--- config.mk ---
export PLATFORM = sky130hd
export DESIGN_NAME = if_prefetch_buf_flat
export DESIGN_NICKNAME = d
export VERILOG_FILES = /design/src/rtl/riscv_pkg.sv /design/src/rtl/if_prefetch_buf_if.sv /design/src/rtl/if_fifo.sv /design/src/rtl/if_prefetch_buf.sv /design/src/flat_wrapper.sv
export SDC_FILE = /design/constraint.sdc
export NUM_CORES = 1
export LEC_CHECK = 0
export BUFFER_PORTS_ARGS = -buffer_cell sky130_fd_sc_hd__buf_2
export CAP_MARGIN = 10
export CELL_PAD_IN_SITES_DETAIL_PLACEMENT = 2
export CELL_PAD_IN_SITES_GLOBAL_PLACEMENT = 2
export CORE_MARGIN = 8
export CORE_UTILIZATION = 25
export CTS_BUF_LIST = sky130_fd_sc_hd__clkbuf_4 sky130_fd_sc_hd__clkbuf_8
export DETAILED_ROUTE_END_ITERATION = 8
export MAX_ROUTING_LAYER = met4
export PLACE_DENSITY = 0.67
export RECOVER_POWER = 25
export SLEW_MARGIN = 15
export SYNTH_ARGS = -nofsm -noshare
export SYNTH_HDL_FRONTEND = slang
export SYNTH_HIERARCHICAL = 1
export SYNTH_SLANG_ARGS = --single-unit
--- constraint.sdc ---
create_clock -name clk -period 4.1 [get_ports clk]
set_clock_uncertainty 0.05 [all_clocks]
set_input_delay 0.41 -clock clk [delete_from_list [all_inputs] [get_ports clk]]
set_output_delay 0.41 -clock clk [all_outputs]
set_load 0.05 [all_outputs]
--- src/rtl/riscv_pkg.sv ---
// Shared core types for the instruction-fetch front end.
// XLEN, NOP encoding, fetch FSM states and the IF/ID bundle.
package riscv_pkg;

    localparam int XLEN = 32;

    localparam logic [XLEN-1:0] NOP_INST = 32'h0000_0013;

    typedef enum logic {
        RUN   = 1'b0,
        DRAIN = 1'b1
    } if_state_t;

    typedef struct packed {
        logic [XLEN-1:0] pc;
        logic [XLEN-1:0] inst;
    } if_id_t;

endpackage

--- src/rtl/if_prefetch_buf_if.sv ---
// Instruction-memory request/response bundle.
// master = fetch unit side, slave = memory side.
interface if_prefetch_buf_if;
    import riscv_pkg::*;

    logic            imem_req_valid;
    logic            imem_req_ready;
    logic [XLEN-1:0] imem_req_addr;
    logic            imem_rsp_valid;
    logic [XLEN-1:0] imem_rsp_data;

    modport master (
        output imem_req_valid,
        output imem_req_addr,
        input  imem_req_ready,
        input  imem_rsp_valid,
        input  imem_rsp_data
    );

    modport slave (
        input  imem_req_valid,
        input  imem_req_addr,
        output imem_req_ready,
        output imem_rsp_valid,
        output imem_rsp_data
    );

endinterface

--- src/rtl/if_fifo.sv ---
// Generic synchronous FIFO with push/pop/clear and occupancy count.
// Clear wins over push and pop; push+pop on a full FIFO is accepted.
module if_fifo #(
    parameter  int DEPTH = 2,
    parameter  int WIDTH = 64,
    localparam int AW    = $clog2(DEPTH),
    localparam int CW    = AW + 1
) (
    input  logic             clk,
    input  logic             rstb,
    input  logic             i_push,
    input  logic             i_pop,
    input  logic             i_clear,
    input  logic [WIDTH-1:0] i_wdata,
    output logic [WIDTH-1:0] o_rdata,
    output logic [CW-1:0]    o_count,
    output logic             o_empty
);

    logic [WIDTH-1:0] r_mem [DEPTH];
    logic [AW-1:0]    r_wptr;
    logic [AW-1:0]    r_rptr;
    logic [CW-1:0]    r_count;

    logic w_full;
    logic w_do_pop;
    logic w_do_push;

    assign w_full    = (r_count == CW'(DEPTH));
    assign o_empty   = (r_count == '0);
    assign o_count   = r_count;
    assign o_rdata   = r_mem[r_rptr];
    assign w_do_pop  = i_pop && !o_empty;
    assign w_do_push = i_push && (!w_full || w_do_pop);

    // Storage, pointers and occupancy; clear empties without touching data.
    always_ff @(posedge clk or negedge rstb) begin
        if (!rstb) begin
            for (int i = 0; i < DEPTH; i++) begin
                r_mem[i] <= '0;
            end
            r_wptr  <= '0;
            r_rptr  <= '0;
            r_count <= '0;
        end else if (i_clear) begin
            r_wptr  <= '0;
            r_rptr  <= '0;
            r_count <= '0;
        end else begin
            if (w_do_push) begin
                r_mem[r_wptr] <= i_wdata;
                r_wptr        <= r_wptr + AW'(1);
            end
            if (w_do_pop) begin
                r_rptr <= r_rptr + AW'(1);
            end
            if (w_do_push && !w_do_pop) begin
                r_count <= r_count + CW'(1);
            end else if (!w_do_push && w_do_pop) begin
                r_count <= r_count - CW'(1);
            end
        end
    end

    a_no_overflow: assert property (
        @(posedge clk) disable iff (!rstb)
        !(i_push && !i_clear && w_full && !w_do_pop)
    );

endmodule

--- src/rtl/if_prefetch_buf.sv ---
// Fetch front end: owns the fetch PC, issues imem requests, buffers words.
// Optional IF_PERF_CNT_EN adds perf_fetch_cnt / perf_flush_cnt outputs.
module if_prefetch_buf
    import riscv_pkg::*;
#(
    parameter int              DEPTH    = 2,
    parameter logic [XLEN-1:0] RESET_PC = 32'h0000_0000
) (
    input  logic                clk,
    input  logic                rstb,
    if_prefetch_buf_if.master   imem,
    input  logic                Redirect_Valid,
    input  logic [XLEN-1:0]     Redirect_Pc,
    input  logic                Id_PcWrite,
    output logic                IfId_Valid,
    output logic [XLEN-1:0]     IfId_Inst,
    output logic [XLEN-1:0]     IfId_Pc
`ifdef IF_PERF_CNT_EN
    ,
    output logic [31:0]         perf_fetch_cnt,
    output logic [31:0]         perf_flush_cnt
`endif
);

    localparam int            CW       = $clog2(DEPTH) + 1;
    localparam logic [CW-1:0] LP_DEPTH = CW'(DEPTH);

    if_state_t       r_state;
    if_state_t       w_state_nxt;
    logic [XLEN-1:0] r_pc;
    logic [XLEN-1:0] r_rsp_pc;
    logic [CW-1:0]   r_out;
    logic [CW-1:0]   w_out_nxt;
    logic [CW-1:0]   r_drop;
    logic [CW-1:0]   w_drop_nxt;
    logic            r_run;

    logic            w_req_valid;
    logic            w_accept;
    logic            w_rsp;
    logic            w_push;
    logic            w_pop;
    logic [XLEN-1:0] w_redir_pc;
    logic [CW-1:0]   w_cnt;
    logic            w_empty;
    logic [2*XLEN-1:0] w_rdata;
    if_id_t          w_head;

    assign w_redir_pc = {Redirect_Pc[XLEN-1:2], 2'b00};
    assign w_rsp      = imem.imem_rsp_valid;

    // r_run keeps the request line low while in reset and for the release cycle.
    assign w_req_valid = r_run && (r_state == RUN) &&
                         (({1'b0, w_cnt} + {1'b0, r_out}) < {1'b0, LP_DEPTH});
    assign w_accept    = w_req_valid && imem.imem_req_ready;

    // A response alongside a redirect belongs to the old path.
    assign w_push = w_rsp && (r_state == RUN) && !Redirect_Valid;
    assign w_pop  = IfId_Valid && Id_PcWrite && !Redirect_Valid;

    assign w_out_nxt = r_out + CW'(w_accept) - CW'(w_rsp);

    assign imem.imem_req_valid = w_req_valid;
    assign imem.imem_req_addr  = r_pc;

    if_fifo #(
        .DEPTH (DEPTH),
        .WIDTH (2 * XLEN)
    ) u_fifo (
        .clk     (clk),
        .rstb    (rstb),
        .i_push  (w_push),
        .i_pop   (w_pop),
        .i_clear (Redirect_Valid),
        .i_wdata ({r_rsp_pc, imem.imem_rsp_data}),
        .o_rdata (w_rdata),
        .o_count (w_cnt),
        .o_empty (w_empty)
    );

    assign w_head     = if_id_t'(w_rdata);
    assign IfId_Valid = !w_empty;
    assign IfId_Inst  = IfId_Valid ? w_head.inst : NOP_INST;
    assign IfId_Pc    = IfId_Valid ? w_head.pc : '0;

    // Next state: redirect with work in flight enters DRAIN; last drop leaves it.
    always_comb begin
        w_state_nxt = r_state;
        w_drop_nxt  = r_drop;
        unique case (r_state)
            RUN: begin
                if (Redirect_Valid && (w_out_nxt != '0)) begin
                    w_state_nxt = DRAIN;
                    w_drop_nxt  = w_out_nxt;
                end
            end
            DRAIN: begin
                if (w_rsp) begin
                    w_drop_nxt = r_drop - CW'(1);
                    if (r_drop == CW'(1)) begin
                        w_state_nxt = RUN;
                    end
                end
            end
        endcase
    end

    // FSM state, drop counter, outstanding counter and release flag.
    always_ff @(posedge clk or negedge rstb) begin
        if (!rstb) begin
            r_state <= RUN;
            r_drop  <= '0;
            r_out   <= '0;
            r_run   <= 1'b0;
        end else begin
            r_state <= w_state_nxt;
            r_drop  <= w_drop_nxt;
            r_out   <= w_out_nxt;
            r_run   <= 1'b1;
        end
    end

    // Fetch PC: redirect retargets (even an un-accepted request), accept advances.
    always_ff @(posedge clk or negedge rstb) begin
        if (!rstb) begin
            r_pc <= RESET_PC;
        end else if (Redirect_Valid) begin
            r_pc <= w_redir_pc;
        end else if (w_accept) begin
            r_pc <= r_pc + XLEN'(4);
        end
    end

    // PC tagged onto the next kept response; in RUN the in-flight
    // requests are always sequential, so this just walks by 4.
    always_ff @(posedge clk or negedge rstb) begin
        if (!rstb) begin
            r_rsp_pc <= RESET_PC;
        end else if (Redirect_Valid) begin
            r_rsp_pc <= w_redir_pc;
        end else if (w_push) begin
            r_rsp_pc <= r_rsp_pc + XLEN'(4);
        end
    end

`ifdef IF_PERF_CNT_EN
    logic        w_discard;
    logic [31:0] w_flush_inc;

    assign w_discard   = w_rsp && (Redirect_Valid || (r_state == DRAIN));
    assign w_flush_inc = (Redirect_Valid ? 32'(w_cnt) : 32'd0) +
                         (w_discard ? 32'd1 : 32'd0);

    // Pops delivered to decode and words thrown away by redirects.
    always_ff @(posedge clk or negedge rstb) begin
        if (!rstb) begin
            perf_fetch_cnt <= '0;
            perf_flush_cnt <= '0;
        end else begin
            perf_fetch_cnt <= perf_fetch_cnt + 32'(w_pop);
            perf_flush_cnt <= perf_flush_cnt + w_flush_inc;
        end
    end
`endif

    a_out_bound: assert property (
        @(posedge clk) disable iff (!rstb)
        (r_out <= LP_DEPTH) && (r_drop <= LP_DEPTH)
    );

    a_drop_tracks_out: assert property (
        @(posedge clk) disable iff (!rstb)
        (r_state == DRAIN) |-> (r_drop == r_out) && (r_drop != '0)
    );

    a_rsp_expected: assert property (
        @(posedge clk) disable iff (!rstb)
        imem.imem_rsp_valid |-> (r_out != '0)
    );

endmodule
--- src/flat_wrapper.sv ---
// flat-port wrapper written by rule: the top's interface ports become plain ports
module if_prefetch_buf_flat import riscv_pkg::*;
#(
    parameter int              DEPTH    = 2,
    parameter logic [XLEN-1:0] RESET_PC = 32'h0000_0000
)
  (clk, rstb, Redirect_Valid, Redirect_Pc, Id_PcWrite, IfId_Valid, IfId_Inst, IfId_Pc, imem_imem_req_valid, imem_imem_req_addr, imem_imem_req_ready, imem_imem_rsp_valid, imem_imem_rsp_data);
  if_prefetch_buf_if imem_i ();
  input  logic clk;
  input  logic rstb;
  input  logic Redirect_Valid;
  input  logic [XLEN-1:0] Redirect_Pc;
  input  logic Id_PcWrite;
  output logic IfId_Valid;
  output logic [XLEN-1:0] IfId_Inst;
  output logic [XLEN-1:0] IfId_Pc;
  output wire logic [$bits(imem_i.imem_req_valid)-1:0] imem_imem_req_valid;
  output wire logic [$bits(imem_i.imem_req_addr)-1:0] imem_imem_req_addr;
  input wire logic [$bits(imem_i.imem_req_ready)-1:0] imem_imem_req_ready;
  input wire logic [$bits(imem_i.imem_rsp_valid)-1:0] imem_imem_rsp_valid;
  input wire logic [$bits(imem_i.imem_rsp_data)-1:0] imem_imem_rsp_data;
  assign imem_imem_req_valid = imem_i.imem_req_valid;
  assign imem_imem_req_addr = imem_i.imem_req_addr;
  assign imem_i.imem_req_ready = imem_imem_req_ready;
  assign imem_i.imem_rsp_valid = imem_imem_rsp_valid;
  assign imem_i.imem_rsp_data = imem_imem_rsp_data;
  if_prefetch_buf #(.DEPTH(DEPTH), .RESET_PC(RESET_PC)) u_core (.clk(clk), .rstb(rstb), .imem(imem_i), .Redirect_Valid(Redirect_Valid), .Redirect_Pc(Redirect_Pc), .Id_PcWrite(Id_PcWrite), .IfId_Valid(IfId_Valid), .IfId_Inst(IfId_Inst), .IfId_Pc(IfId_Pc));
endmodule
After elaboration in Yosys (flattened, before gate mapping)
Index checks and enable logic that the tools add are counted.
Storage, ports and cells
  register bits after elaboration: 202
  input bits: 70
  output and inout bits: 98
  logic and storage cells: 87
Operators by class
  add/subtract/negate cells: 10
  order comparisons: 4
  equal/unequal tests: 4
  mux-type cells: 26
  bitwise gates (word level): 4
  reduce and logical (&&, ||, !) cells: 28
Operators with widths (number)
  2-to-1 mux 64 bit: 4
  2-to-1 mux 32 bit: 6
  bitwise mux 128 bit: 1
  adder 32 x 3 -> 32 bit (second input constant): 2
  demux 64 bit (select 1 bit): 1
  logical AND 1 bit: 13
  2-to-1 mux 2 bit: 5
  nonzero test 2 bit: 5
  2-to-1 mux 1 bit: 7
  zero test 1 bit: 5
  greater-or-equal comparator 2 bit (second input constant): 2
  inequality test 2 bit (second input constant): 2
  inverter 1 -> 2 bit: 2
  case mux 2 bit (2 select lines): 1
  AND reduction 2 bit: 2
  subtractor 2 x 1 -> 2 bit (second input constant): 2
  adder 2 x 2 -> 3 bit: 1
  < comparator 3 x 2 -> 1 bit (second input constant): 1
  nonzero test 3 bit: 1
  adder 1 bit (second input constant): 2
  adder 2 x 1 -> 2 bit: 1
  adder 2 x 1 -> 2 bit (second input constant): 1
  == test 2 x 1 -> 1 bit (second input constant): 1
  == test 2 bit (second input constant): 1
  other kinds (6): 7

Longest topological paths before layout
  depth in word-level cells: 12
  depth in mapped cells: 13
  depth with buffers taken out: 12

By module
Netlist, hierarchy kept.
Modules (own cells, without submodules)
  if_fifo: times used 1, cells each 365, area each 5913.2 sq um, sequential area each 3303.2 sq um
  if_prefetch_buf: times used 1, cells each 511, area each 4458.0 sq um, sequential area each 1651.6 sq um

Worst setup path after synthesis
No wires, ideal clock.
  path type: reg2reg
  from: register u_core.u_fifo.r_count[0], in the netlist u_core/u_fifo/o_count[0]
  to: register u_core.r_drop[0]
  library setup time: 130 ps
  arrival time: 3455 ps
  data required time: 3920 ps
  setup slack: 464 ps
  stages on the path, launching flop included: 14
  path buffers: 1
  clock period less this slack: 3636 ps
  path through: dfrtp_1 -> and2_1 -> fa_1 -> or4b_4 -> buf_6 -> inv_1 -> nand2_1 -> ha_1 -> inv_1 -> ha_1 -> xor3_1 -> nand2_1 -> a221oi_1 -> a21oi_1
On the way
  word-level cells in the longest chain between the ends: 10
  elaborated cells between the ends (all ways): 12
  classes of those cells: add/sub: 3; order compare: 1; eq/ne: 1; mux: 2; reduce/logical: 5
Ends and longest elaborated chain
  start, declared: RTL line if_fifo.sv:23  | logic [CW-1:0] r_count;
  start signal, assigned: RTL line if_fifo.sv:58  | r_count <= r_count + CW'(1);
  start signal, assigned: RTL line if_fifo.sv:60  | r_count <= r_count - CW'(1);
  adder 2 x 2 -> 3 bit: RTL line if_prefetch_buf.sv:54  | (({1'b0, w_cnt} + {1'b0, r_out}) < {1'b0, LP_DEPTH});
  < comparator 3 x 2 -> 1 bit: RTL line if_prefetch_buf.sv:54
  logical AND 1 bit: RTL line if_prefetch_buf.sv:53  | assign w_req_valid = r_run && (r_state == RUN) &&
  via imem_imem_req_valid: RTL line flat_wrapper.sv:17  | output wire logic [$bits(imem_i.imem_req_valid)-1:0] imem_imem_req_valid;
  logical AND 1 bit: RTL line if_prefetch_buf.sv:55  | assign w_accept = w_req_valid && imem.imem_req_ready;
  adder 2 x 1 -> 2 bit: RTL line if_prefetch_buf.sv:61  | assign w_out_nxt = r_out + CW'(w_accept) - CW'(w_rsp);
  subtractor 2 x 1 -> 2 bit: RTL line if_prefetch_buf.sv:61
  via u_core.w_out_nxt[1]: RTL line if_prefetch_buf.sv:33  | logic [CW-1:0] w_out_nxt;
  nonzero test 2 bit: RTL line if_prefetch_buf.sv:92  | if (Redirect_Valid && (w_out_nxt != '0)) begin
  logical AND 1 bit: RTL line if_prefetch_buf.sv:92
  inequality test 2 bit (no line)
  AND reduction 2 bit (no line)
  end signal, assigned: RTL line if_prefetch_buf.sv:117  | r_drop <= w_drop_nxt;
  end, declared: RTL line if_prefetch_buf.sv:34  | logic [CW-1:0] r_drop;
The timed path passes the listed nets, and every way through them passes these cells. The select of a mux whose other input is x is not followed.
A chain may end at the register's enable or synchronous reset.

Worst setup path in the final report
  from: register u_core.u_fifo.r_count[0], in the netlist u_core/u_fifo/o_count[0]
  to: register u_core.r_drop[0]
On the way
  word-level cells in the longest chain between the ends: 10
  elaborated cells between the ends (all ways): 12
  classes of those cells: add/sub: 3; order compare: 1; eq/ne: 1; mux: 2; reduce/logical: 5
Ends and longest elaborated chain (RTL line)
  adder 2 x 2 -> 3 bit: if_prefetch_buf.sv:54
  < comparator 3 x 2 -> 1 bit: if_prefetch_buf.sv:54
  logical AND 1 bit: if_prefetch_buf.sv:53
  logical AND 1 bit: if_prefetch_buf.sv:55
  adder 2 x 1 -> 2 bit: if_prefetch_buf.sv:61
  subtractor 2 x 1 -> 2 bit: if_prefetch_buf.sv:61
  via u_core.w_out_nxt[1]: if_prefetch_buf.sv:33
  nonzero test 2 bit: if_prefetch_buf.sv:92
  logical AND 1 bit: if_prefetch_buf.sv:92
  inequality test 2 bit (no line)
  AND reduction 2 bit (no line)
The timed path passes the listed nets, and every way through them passes these cells. The select of a mux whose other input is x is not followed.

==> Flow_metrics.wiki <==
{| class="wikitable"
! Metric !! Value
|-
| Run status || complete, but fails checks
|-
| Total number of placement rows || 74
|-
| Logic pwr share || 0.327
|-
| Clock tree from TritonCTS || yes
|-
| Total congestion overflow || 0
|-
| Highest ir drop seen on vdd || 0.000201 V
|-
| Post-layout minimum cycle time || 3570 ps
|-
| Power Dens Cells || 553 nW/um2
|-
| Wire per inst || 20.4 um
|-
| Number of instances in the synthesized netlist || 876
|-
| Violation count after the first detailed-routing iteration || 349
|-
| Avg Inst Size Synth || 11.8 um2
|-
| Reported net switching power || 0.00225 W
|-
| Largest net degree at the start of global routing || 104
|-
| Most frequent cells in the layout || sky130_fd_sc_hd__dfrtp_1, sky130_fd_sc_hd__buf_2, sky130_fd_sc_hd__mux2_2
|-
| Number of global-route vias before repair || 8550
|-
| Commonest non-fill, non-tap cell in the layout || sky130_fd_sc_hd__dfrtp_1
|-
| Via count normalized by instance count || 4.84
|-
| Crit Path Max Fanout || 9
|-
| Starting Density || 0.253
|-
| Slew Limit Fails || 176
|-
| Number of vias in the routed layout || 7582
|-
| Dominant cells by area after synthesis || sky130_fd_sc_hd__dfrtp_1, sky130_fd_sc_hd__mux2_2, sky130_fd_sc_hd__mux2_4, sky130_fd_sc_hd__nor2b_1, sky130_fd_sc_hd__and4_1
|-
| Static Leakage || 5.46 nW
|-
| Number of synthesized flops with an enable pin || 0
|-
| Number of warnings issued by yosys || 6
|-
| Weighted congestion at the end of routability-driven global placement || 0.762
|-
| Die Area || 48300 um2
|-
| Root cell of the clock tree || sky130_fd_sc_hd__clkbuf_8
|-
| Global-route wire length before repair || 50.8 mm
|-
| Quantity of I/O buffers inserted on ports || 163
|-
| Highest clock frequency the design can meet || 280 MHz
|-
| Sw Share || 0.333
|-
| Total Routing Usage GR || 0.138
|-
| Latest clock arrival within the worst-skew pair || 480 ps
|-
| Share of layout cells above drive strength 1 || 0.410
|-
| Setup_tns || 0 ps
|-
| Count of fill cells added during filler insertion || 4473
|-
| Class of the tightest hold or removal check || primary input to flop
|-
| Worst-path clk slew || 110 ps
|-
| Top FF cell, synth || sky130_fd_sc_hd__dfrtp_1
|-
| Worst hold slack across all endpoints || 119 ps
|-
| Number of distinct library cells after synthesis || 51
|-
| Total iterations of the first detailed-routing run || 4
|-
| Unrepaired setup endpoints after global routing || no
|-
| Top Ports || 168
|-
| Register share of total power || 0.444
|-
| Final ANT Viol Nets || 0
|-
| Number of sinks handled by clock tree synthesis || 198
|-
| Critical path data arrival time || 3870 ps
|-
| Actual slew at the worst max-slew pin || 2750 ps
|-
| Share of power burned in the clock network || 0.229
|-
| Setup CP Type || flop to flop
|-
| Number of max-capacitance violations reported || 2
|-
| Die outline height || 220 um
|-
| Yosys reg bits || 198
|-
| Final HPWL DP || 22.4 mm
|-
| Final wirelength || 31.9 mm
|-
| CP Launch Type || flop
|-
| Count of final setup violators || 0
|-
| Dominant cell type by area after synthesis || sky130_fd_sc_hd__dfrtp_1
|-
| Failing checks || max-capacitance violations, max-slew violations
|-
| Sequential area share after synthesis || 0.478
|-
| Number of remaining DRC errors || 0
|-
| Nets@finish || 1099
|-
| Cell Int Power || 0.00451 W
|-
| Hold violation count in the final report || 0
|-
| Synth-to-Final Area Change || 17.9%
|-
| Number of H-tree levels || 4
|-
| Number of antenna cells inserted || 0
|-
| Antenna violations before repair || 0
|-
| Overall die width || 220 um
|-
| Endpoint type of the worst setup path || flop
|-
| Synth top area share || 0.478
|-
| Period utilization || 0.870
|-
| Cell area after synthesis || 10400 um2
|-
| Worst slew slack as a fraction of its limit || -0.834
|-
| Async set or reset register ratio after synthesis || 1.00
|-
| Number of CTS-inserted buffers || 17
|-
| Maximum clock path buffer count || 2
|-
| CP Data Required Time || 4400 ps
|-
| Area of the core || 40900 um2
|-
| Gates resized, CTS repair || 0
|}
==> synth_stat cells (all sizes together), types with 5 or more instances <==
cell type	number
nand2	25
mux2	202
nor4	15
a311oi	13
or3	8
or4	12
ha	5
or2	7
and3	11
nor2b	76
buf	21
nand4	23
inv	13
nor2	41
o31ai	9
and4	18
dfrtp	198
o21ai	10
a21oi	17
a31oi	18
nand3	17
nor3	20
xnor2	15
a211oi	11
clkbuf	32
==> registers in the layout, indices dropped and copies added (netlist names) <==
register	flops
u_core/u_fifo/o_count	2
u_core/imem.imem_req_addr	30
u_core/r_run	1
u_core/r_out	2
u_core/r_rsp_pc	30
u_core/u_fifo/r_mem	128
u_core/u_fifo/r_rptr	1
u_core/r_drop	2
u_core/r_state	1
u_core/u_fifo/r_wptr	1
==> per-stage QoR <==
stage / power, W / worst slack [ps] / util / instance area (um2) / cells
after floorplan: 0.00465 / 464 / - / 10400 / 881
after global placement: 0.00517 / 589 / 0.287 / 11800 / 1535
after detailed placement: 0.00529 / 526 / 0.287 / 11800 / 1535
after CTS: 0.00691 / 506 / 0.299 / 12200 / 1567
after global routing: 0.00719 / 304 / 0.299 / 12200 / 1567
final: 0.00676 / 533 / 0.299 / 12200 / 1567
==> critical path: stages (launching register included) <==
cell,delay (ps)
sky130_fd_sc_hd__dfrtp_1,510
sky130_fd_sc_hd__and2_1,190
sky130_fd_sc_hd__fa_1,410
sky130_fd_sc_hd__or4b_4,610
sky130_fd_sc_hd__inv_1,180
sky130_fd_sc_hd__nand2_1,140
sky130_fd_sc_hd__ha_1,300
sky130_fd_sc_hd__inv_1,40
sky130_fd_sc_hd__ha_1,170
sky130_fd_sc_hd__xor3_1,450
sky130_fd_sc_hd__nand2_1,70
sky130_fd_sc_hd__a221oi_1,260
sky130_fd_sc_hd__a21oi_1,70
==> kinds of logic after synthesis <==
| logic type | count (synthesis) | synth area share |
|---|---|---|
| compound gates | 91 | 0.0606 |
| xor+xnor | 20 | 0.0183 |
| fa+ha+maj | 6 | 0.00796 |
| buf+inv | 66 | 0.0315 |
| flops | 198 | 0.478 |
| mux | 205 | 0.240 |
| other cells | 2 | 0.000724 |
| simple gates | 288 | 0.163 |
==> timing repair <==
action                                  CTS  global route
hold buffers                              1             0
endpoints found under the setup margin    0             0
buffers inserted                          0             0
hold endpoints to repair                 15             0
==> metal layers <==
metal	up-vias	global-route usage	part of all wire
li1	3484	-	-
met1	3958	0.183	0.49
met2	129	0.219	0.47
met3	11	0.0255	0.035
met4	0	0.0265	0.0067
met5	-	-	0
==> final cells by class <==
cell class | count | area [um2] | share of cell area
Sequential cell | 198 | 4960 | 0.405
Tap cell | 532 | 666 | 0.0544
Clock inverter | 12 | 221 | 0.0181
Inverter | 13 | 48.8 | 0.00399
Multi-Input combinational cell | 617 | 5120 | 0.419
Clock buffer | 19 | 255 | 0.0209
Timing Repair Buffer | 176 | 962 | 0.0787
==> power groups by stage <==
stage	registers (W)	clock network, W	logic (W)
after floorplan	0.00298	0	0.00167
after global placement	0.00299	0	0.00218
after detailed placement	0.00304	0	0.00225
after CTS	0.00301	0.00163	0.00226
after global routing	0.00309	0.00170	0.00240
final	0.00300	0.00155	0.00221
==> final timing paths <==
path	slack, ps	from	end	cells after the start
hold / removal	120	imem_imem_rsp_data[26]	u_core/u_fifo/r_mem[26]	2
max in group asynchronous	900	rstb	u_core/u_fifo/r_rptr	2
hold reg to reg	460	u_core/u_fifo/r_mem[88]	u_core/u_fifo/r_mem[88]	1
setup / recovery	530	u_core/u_fifo/o_count[0]	u_core/r_drop[0]	12
min in group asynchronous	1230	rstb	u_core/u_fifo/r_mem[1]	2
setup reg to reg	530	u_core/u_fifo/o_count[0]	u_core/r_drop[0]	12
No activity file was read; power rests on OpenSTA's default activity.
